`src/rtl/priv_1_12_trap_ctrl.sv`:
```
// Trap entry/return sequencer: arbitrates exceptions, M-level interrupts and mret,
// drains the pipeline, commits trap CSR state and redirects fetch.
module priv_1_12_trap_ctrl #(
  parameter int XLEN        = 32,
  parameter bit VECTORED_EN = 1'b1
) (
  input  logic            CLK,
  input  logic            nRST,
  input  logic            ex_valid,
  input  logic [3:0]      ex_cause,
  input  logic [XLEN-1:0] ex_epc,
  input  logic [XLEN-1:0] ex_tval,
  input  logic [XLEN-1:0] irq_epc,
  input  logic            mip_mei,
  input  logic            mip_msi,
  input  logic            mip_mti,
  input  logic            mie_mei,
  input  logic            mie_msi,
  input  logic            mie_mti,
  input  logic            mstatus_mie,
  input  logic [1:0]      curr_priv,
  input  logic            mret_req,
  input  logic [XLEN-1:0] mepc_in,
  input  logic [XLEN-1:0] mtvec_in,
  input  logic            pipe_drained,
  input  logic            redirect_ack,
  output logic            intr,
  output logic            mret,
  output logic            csr_we,
  output logic [XLEN-1:0] mcause_out,
  output logic [XLEN-1:0] mepc_out,
  output logic [XLEN-1:0] mtval_out,
  output logic            redirect_valid,
  output logic [XLEN-1:0] redirect_pc,
  output logic            fetch_stall,
  output logic            busy
);

  localparam logic [1:0]      M_MODE     = 2'b11;
  localparam logic [XLEN-1:0] ALIGN_MASK = {{(XLEN-2){1'b1}}, 2'b00};

  typedef enum logic [1:0] {IDLE, DRAIN, COMMIT, REDIRECT} state_t;

  state_t          state_q, state_d;
  logic [3:0]      cause_q, irq_cause;
  logic            is_irq_q, is_ret_q;
  logic [XLEN-1:0] epc_q, tval_q, rpc_q;
  logic            gie, irq, accept;
  logic [XLEN-1:0] base, vec_off, target;

  assign gie    = (curr_priv != M_MODE) | mstatus_mie;
  assign irq    = gie & ((mip_mei & mie_mei) | (mip_msi & mie_msi) | (mip_mti & mie_mti));
  assign accept = (state_q == IDLE) & (ex_valid | irq | mret_req);

  // Fixed interrupt priority: external > software > timer
  always_comb begin
    irq_cause = 4'd7;
    if (mip_mei & mie_mei)      irq_cause = 4'd11;
    else if (mip_msi & mie_msi) irq_cause = 4'd3;
  end

  assign base    = mtvec_in & ALIGN_MASK;
  assign vec_off = {{(XLEN-6){1'b0}}, cause_q, 2'b00};

  always_comb begin
    target = base;
    if (is_ret_q)
      target = mepc_in & ALIGN_MASK;
    else if (VECTORED_EN && mtvec_in[1:0] == 2'b01 && is_irq_q)
      target = base + vec_off;
  end

  always_ff @(posedge CLK or negedge nRST) begin
    if (!nRST) begin
      state_q  <= IDLE;
      cause_q  <= '0;
      is_irq_q <= 1'b0;
      is_ret_q <= 1'b0;
      epc_q    <= '0;
      tval_q   <= '0;
      rpc_q    <= '0;
    end else begin
      state_q <= state_d;
      if (accept) begin
        if (ex_valid) begin
          cause_q  <= ex_cause;
          is_irq_q <= 1'b0;
          is_ret_q <= 1'b0;
          epc_q    <= ex_epc;
          tval_q   <= ex_tval;
        end else if (irq) begin
          cause_q  <= irq_cause;
          is_irq_q <= 1'b1;
          is_ret_q <= 1'b0;
          epc_q    <= irq_epc;
          tval_q   <= '0;
        end else begin
          is_ret_q <= 1'b1;
        end
      end
      // Target is frozen here so redirect_pc stays stable while waiting for ack
      if (state_q == COMMIT) rpc_q <= target;
    end
  end

  always_comb begin
    state_d        = state_q;
    intr           = 1'b0;
    mret           = 1'b0;
    csr_we         = 1'b0;
    redirect_valid = 1'b0;
    fetch_stall    = 1'b0;
    busy           = (state_q != IDLE);
    case (state_q)
      IDLE: if (accept) state_d = DRAIN;
      DRAIN: begin
        fetch_stall = 1'b1;
        if (pipe_drained) state_d = COMMIT;
      end
      COMMIT: begin
        fetch_stall = 1'b1;
        intr        = ~is_ret_q;
        csr_we      = ~is_ret_q;
        mret        = is_ret_q;
        state_d     = REDIRECT;
      end
      REDIRECT: begin
        fetch_stall    = 1'b1;
        redirect_valid = 1'b1;
        if (redirect_ack) state_d = IDLE;
      end
      default: state_d = IDLE;
    endcase
  end

  assign mcause_out  = {is_irq_q, {(XLEN-5){1'b0}}, cause_q};
  assign mepc_out    = epc_q;
  assign mtval_out   = tval_q;
  assign redirect_pc = rpc_q;

endmodule

```
`config.mk`:
```
export PLATFORM = sky130hd
export DESIGN_NAME = priv_1_12_trap_ctrl
export DESIGN_NICKNAME = d
export VERILOG_FILES = /design/src/rtl/priv_1_12_trap_ctrl.sv
export SDC_FILE = /design/constraint.sdc
export NUM_CORES = 1
export LEC_CHECK = 0
export ABC_CLOCK_PERIOD_IN_PS = 2700
export BUFFER_PORTS_ARGS = -buffer_cell sky130_fd_sc_hd__buf_4
export CORE_AREA = 2 2 121 123
export CTS_CLUSTER_SIZE = 25
export DETAILED_ROUTE_END_ITERATION = 8
export DIE_AREA = 0 0 123 125
export PLACE_DENSITY = 0.71
export SYNTH_ARGS = -nofsm -noshare
export SYNTH_HDL_FRONTEND = slang
export SYNTH_SLANG_ARGS = --single-unit
export TNS_END_PERCENT = 50
```
`constraint.sdc`:
```
create_clock -name CLK -period 2.7 [get_ports CLK]
set_clock_uncertainty 0.2 [all_clocks]
set_input_delay 0.54 -clock CLK [delete_from_list [all_inputs] [get_ports CLK]]
set_output_delay 0.54 -clock CLK [all_outputs]
set_load 0.05 [all_outputs]
```
==> results of run 1 <==
==> worst min-delay path, cell delays in order <==
cell and delay (ns):
buf_4 0.08, a22oi_1 0.05, o21ai_0 0.06
==> metrics by stage <==
stage | util, % | hold WS (ns)
after floorplan | - | 0.0444
after global placement | 54.6 | 0.262
after detailed placement | 54.6 | 0.271
after CTS | 57.0 | 0.210
after global routing | 57.1 | 0.220
final | 57.1 | 0.220
==> cells by family after synthesis <==
group                      share of synthesized area (%)
and+or+nand+nor                                     17.3
AOI/OAI and AO/OA                                   15.1
DFF                                                 46.5
buffers and inverters                               7.61
muxes                                               7.38
xor gates and xnor gates                            3.67
adders and majority gates                           2.41
other                                             0.0683
==> state kept, by name, indices dropped and copies added (netlist names) <==
| name | flops |
|---|---|
| cause_q | 4 |
| is_irq_q | 1 |
| is_ret_q | 1 |
| mepc_out | 32 |
| mtval_out | 32 |
| redirect_pc | 30 |
| state_q | 2 |
==> layout make-up <==
cell class,instances,area (um^2)
Timing Repair Buffer,301,2300
Multi-Input combinational cell,440,2640
Clock buffer,9,225
Inverter,11,45.0
Clock inverter,6,119
Fill cell,1323,6100
Tap cell,184,230
Sequential cell,102,2550
==> cells in the mapped netlist (all sizes together) (9+ instances only) <==
library cell and number:
a22oi 21, nor2 10, o21ai 94, mux2i 36
buf 38, a21oi 13, nand4 12, xnor2 15
nor3 10, clkbuf 28, ha 9, nand3 11
nand2 121, dfrtp 102, inv 11
==> how the worst min path moves through the flow <==
stage,cells past startpoint,end,startpoint
4_1_cts,3,redirect_pc[28],mepc_in[28]
5_1_grt,3,redirect_pc[12],mepc_in[12]
3_5_place_dp,2,mtval_out[22],mtval_out[22]
2_1_floorplan,0,cause_q[0],nRST
3_3_place_gp,2,mepc_out[11],mepc_out[11]
6_report,3,redirect_pc[15],mepc_in[15]
==> routing by layer <==
| metal | part of all wire (%) | global-route usage (%) | routed length, um |
|---|---|---|---|
| met1 | 37 | 23.9 | 6180 |
| met3 | 10 | 7.66 | 1660 |
| met2 | 52 | 38.5 | 8610 |
| met5 | 0 | 0 | 0 |
| met4 | 1.4 | 6.08 | 231 |
==> timing repair <==
item / in CTS / in global routing
setup buffers: 0 / 0
hold endpoints to repair: 27 / 0
resized for setup: 0 / 1
hold buffers: 1 / 0
endpoints found under the setup margin: 0 / 2
==> power by group <==
part / switching (mW) / leakage [nW] / internal, mW
clock: 0.593 / 0.168 / 0.913
combinational: 4.06 / 2.60 / 1.80
sequential: 0.400 / 1.28 / 2.22
==> results.yml, run 1 <==
cts:
  clk_latency_ns: 0.34
  cts_tree: "yes"
  htree_levels: 3
  cts_buffer_depth: 2
  cts.sinks: 102
  cts_inserted_buffers: 9
  root_buffer: "clkbuf_16"
  path_clk_slew_ns: 0.07
synthesis:
  yosysWarningCount: 0
  synth_cells: 591
  synth.area.top_cells: "dfrtp_1, nand2_1, o21ai_0"
  avgSynthCellArea_um2: 9.29
  yosys.cell_types.count: 56
  synth-edff-count: 0
  ys.flop_type: "dfrtp_1"
  async_flop_share_pct: 100
  synth_area_leader_cell: "dfrtp_1"
  ys_seq_elements: 102
  syn_area_mm2: 0.00549
  yosys.area.top_type_share_pct: 46.5
  ys_seq_area_share_pct: 46.5
die:
  rows: 44
  start_util_pct: 38.7
  dieHeight_um: 125
  die_area_mm2: 0.0154
  io_pins: 313
  die_x_um: 123
  core_area_mm2: 0.0142
placement:
  port-buffer-count: 281
  placed_cells_incl_taps: 1037
  post_dp_cell_area_mm2: 0.00775
  place_ws_ns: 0.0645
  gp_congestion: 0.867
  hpwl_um: 13300
cells_and_area:
  area_delta_synth_final_pct: 47.6
  num-nets-final: 1054
  design_area_mm2: 0.00811
  final_common_cell: "buf_4"
  drive_gt1_share_pct: 39.0
  post_layout_nonfiller_instances: 1053
  diodes: 0
  mostFrequentLayoutCells: "buf_4, nand2_1, dfrtp_1, o21ai_0, mux2i_1"
route:
  wl_um: 16700
  ant_nets: 0
  vias: 5088
  viasPerCell: 4.83
  dr.pass1.iters: 4
  drtIter0Drc: 201
  drc: 0
  avgRoutedWirePerCell_um: 15.8
timing:
  final.period_utilization_pct: 94.7
  timing.final.ws_setup_ns: 0.144
  fin_setup_tns_ns: 0
  min_period_ns: 2.56
  finalMaxSlewViolations: 0
  fmax_ghz: 0.391
  grt_setup_unrepaired: "no"
  finalSetupViolCount: 0
  final-hold-violation-count: 0
  worstMarginPinSlew_ns: 0.872
  max-slew-margin-rel_pct: 41.9
critical_path:
  start_kind: "register"
  path_delay_family: "buffers and inverters"
  cpMaxStageDelayCell: "dfrtp_1"
  cp_max_fo: 7
  arrival_ns: 1.82
  cp_num_cells: 5
  cp_common_cell: "inv_1"
  endpoint: "mret"
  crit_start: "state_q[0]"
  timing.rr.start: "cause_q[0]"
  cp-end-kind: "primary output"
  required_ns: 1.96
  reg2regPathDepth: 7
  worst_r2r_endpoint: "redirect_pc[10]"
  crit_buf_inv: 3
  crit_chain: "inv_1 -> ha_1 -> inv_1 -> nor2_1 -> buf_4"
  cp_slowest_stage_delay_ns: 0.41
  rrSetupSlack_ns: 0.28
  crit_type: "reg2out"
job:
  cap_violations: 0
global_routing:
  grt_overflow: 0
  grt_max_degree: 69
  antenna_found_initial: 0
  grt_pass1_vias: 4914
  grt_pass1_wl_um: 25200
  grt.total_usage_pct: 21.6
power:
  p_leak_nw: 4.05
  powerDensity_mw_per_mm2: 1230
  finalPower_mw: 9.99
  power.ir.vdd_worst_uv: 520
hold_path:
  hp-class: "in2reg"
status:
  outcome: "finished clean"
Power figures use the tool's default switching activity.
==> run 2, diff against run 1 <==
--- a/config.mk
+++ b/config.mk
@@ -7,11 +7,15 @@
 export LEC_CHECK = 0
 export ABC_CLOCK_PERIOD_IN_PS = 2700
 export BUFFER_PORTS_ARGS = -buffer_cell sky130_fd_sc_hd__buf_4
-export CORE_AREA = 2 2 121 123
+export CAP_MARGIN = 10
+export CELL_PAD_IN_SITES_DETAIL_PLACEMENT = 1
+export CELL_PAD_IN_SITES_GLOBAL_PLACEMENT = 1
+export CORE_ASPECT_RATIO = 0.8
+export CORE_MARGIN = 2
+export CORE_UTILIZATION = 32
 export CTS_CLUSTER_SIZE = 25
 export DETAILED_ROUTE_END_ITERATION = 8
-export DIE_AREA = 0 0 123 125
-export PLACE_DENSITY = 0.71
+export PLACE_DENSITY = 0.81
 export SYNTH_ARGS = -nofsm -noshare
 export SYNTH_HDL_FRONTEND = slang
 export SYNTH_SLANG_ARGS = --single-unit
==> results.yml, run 2 (synthesized netlist as in run 1, its figures left out) <==
status:
  outcome: "finished clean"
power:
  powerDensity_mw_per_mm2: 1210
  p_leak_nw: 4.03
  power.ir.vdd_worst_uv: 486
  finalPower_mw: 9.80
die:
  die_area_mm2: 0.0182
  core_area_mm2: 0.0167
  start_util_pct: 33.0
  die_x_um: 150
  rows: 42
  io_pins: 313
  dieHeight_um: 121
timing:
  max-slew-margin-rel_pct: 59.1
  fin_setup_tns_ns: 0
  final.period_utilization_pct: 93.3
  finalSetupViolCount: 0
  timing.hold.ws_ns: 0.218
  grt_setup_unrepaired: "no"
  final-hold-violation-count: 0
  finalMaxSlewViolations: 0
  timing.final.ws_setup_ns: 0.181
  fmax_ghz: 0.397
  min_period_ns: 2.52
  worstMarginPinSlew_ns: 0.613
cells_and_area:
  area_delta_synth_final_pct: 47.3
  mostFrequentLayoutCells: "buf_4, nand2_1, dfrtp_1, o21ai_0, mux2i_1"
  design_area_mm2: 0.00809
  drive_gt1_share_pct: 38.7
  nFillCells: 1982
  diodes: 0
  post_layout_nonfiller_instances: 1088
  utilization_pct: 48.6
  num-nets-final: 1052
  final_common_cell: "buf_4"
critical_path:
  arrival_ns: 1.78
  required_ns: 1.96
  cp_common_cell: "inv_1"
  start_kind: "register"
  cp_max_fo: 8
  crit_type: "reg2out"
  cp-end-kind: "primary output"
  crit_chain: "inv_1 -> ha_1 -> nand2_1 -> inv_1 -> buf_4"
  cpMaxStageDelayCell: "dfrtp_1"
  cp_slowest_stage_delay_ns: 0.41
global_routing:
  grt_pass1_vias: 5383
  antenna_found_initial: 0
  gr-usage-met3_pct: 5.79
  grt_use_met1_pct: 24.4
  grt_max_degree: 67
  met2_usage_pct: 37.0
  grt_overflow: 0
  grt_pass1_wl_um: 28600
  grt.total_usage_pct: 20.6
  globalRoute.busiestLayer: "met2"
placement:
  port-buffer-count: 281
  placed_cells_incl_taps: 1071
  post_dp_cell_area_mm2: 0.00779
  hpwl_um: 15100
  gp_congestion: 0.771
  place_ws_ns: 0.0174
cts:
  root_buffer: "clkbuf_16"
  cts_tree: "yes"
  cts_buffer_depth: 2
  postCtsSetupRepairBufs: 0
  path_clk_slew_ns: 0.08
  htree_levels: 3
  cts_inserted_buffers: 9
  clk_latency_ns: 0.35
  cts.sinks: 102
route:
  viasPerCell: 4.77
  drc: 0
  ant_nets: 0
  drtIter0Drc: 172
  dr.pass1.iters: 4
  vias: 5192
  wl_um: 18700
  avgRoutedWirePerCell_um: 17.1
job:
  cap_violations: 0
hold_path:
  hp-class: "in2reg"
run 2: final cells by class:
type | instances | area (um^2) | share of cell area [%]
clock buffers | 10 | 229 | 2.83
clock inverters | 6 | 62.6 | 0.773
inverters | 11 | 41.3 | 0.510
multi-input cells | 440 | 2640 | 32.6
flip-flops and latches | 102 | 2550 | 31.5
well taps | 220 | 275 | 3.40
repair buffers | 299 | 2300 | 28.4
run 2: per-layer routing:
layer	wire [um]	vias up	part of all wire (%)
met5	0	-	0
met4	182	0	0.98
met3	1470	12	7.9
met2	9530	188	51
met1	7460	2455	40
li1	-	2537	-
run 2: what timing repair did:
| item | in CTS | in global routing |
|---|---|---|
| resized for setup | 0 | 0 |
| hold buffers | 1 | 0 |
| endpoints found under the hold margin | 34 | 0 |
run 2: critical path, delay by kind of cell, from the launching register on:
kind,cells,cell delay [ns]
adders and majority gates,1,0.28
and+or+nand+nor,1,0.09
buffers and inverters,3,0.64
DFF,1,0.41
run 2: worst paths after layout:
path	to	depth (start not counted)	startpoint	slack [ns]
worst min-delay path	redirect_pc[27]	3	mepc_in[27]	0.22
max in group asynchronous	mepc_out[1]	3	nRST	1.21
worst max-delay path	intr	5	state_q[0]	0.18
worst min register to register	mtval_out[13]	2	mtval_out[13]	0.28
worst max register to register	redirect_pc[16]	8	cause_q[0]	0.30
min in group asynchronous	redirect_pc[15]	2	nRST	0.50
run 2: where the power goes:
part / switching [mW] / internal (mW)
sequential: 0.399 / 2.22
clock: 0.649 / 0.654
combinational: 4.10 / 1.78
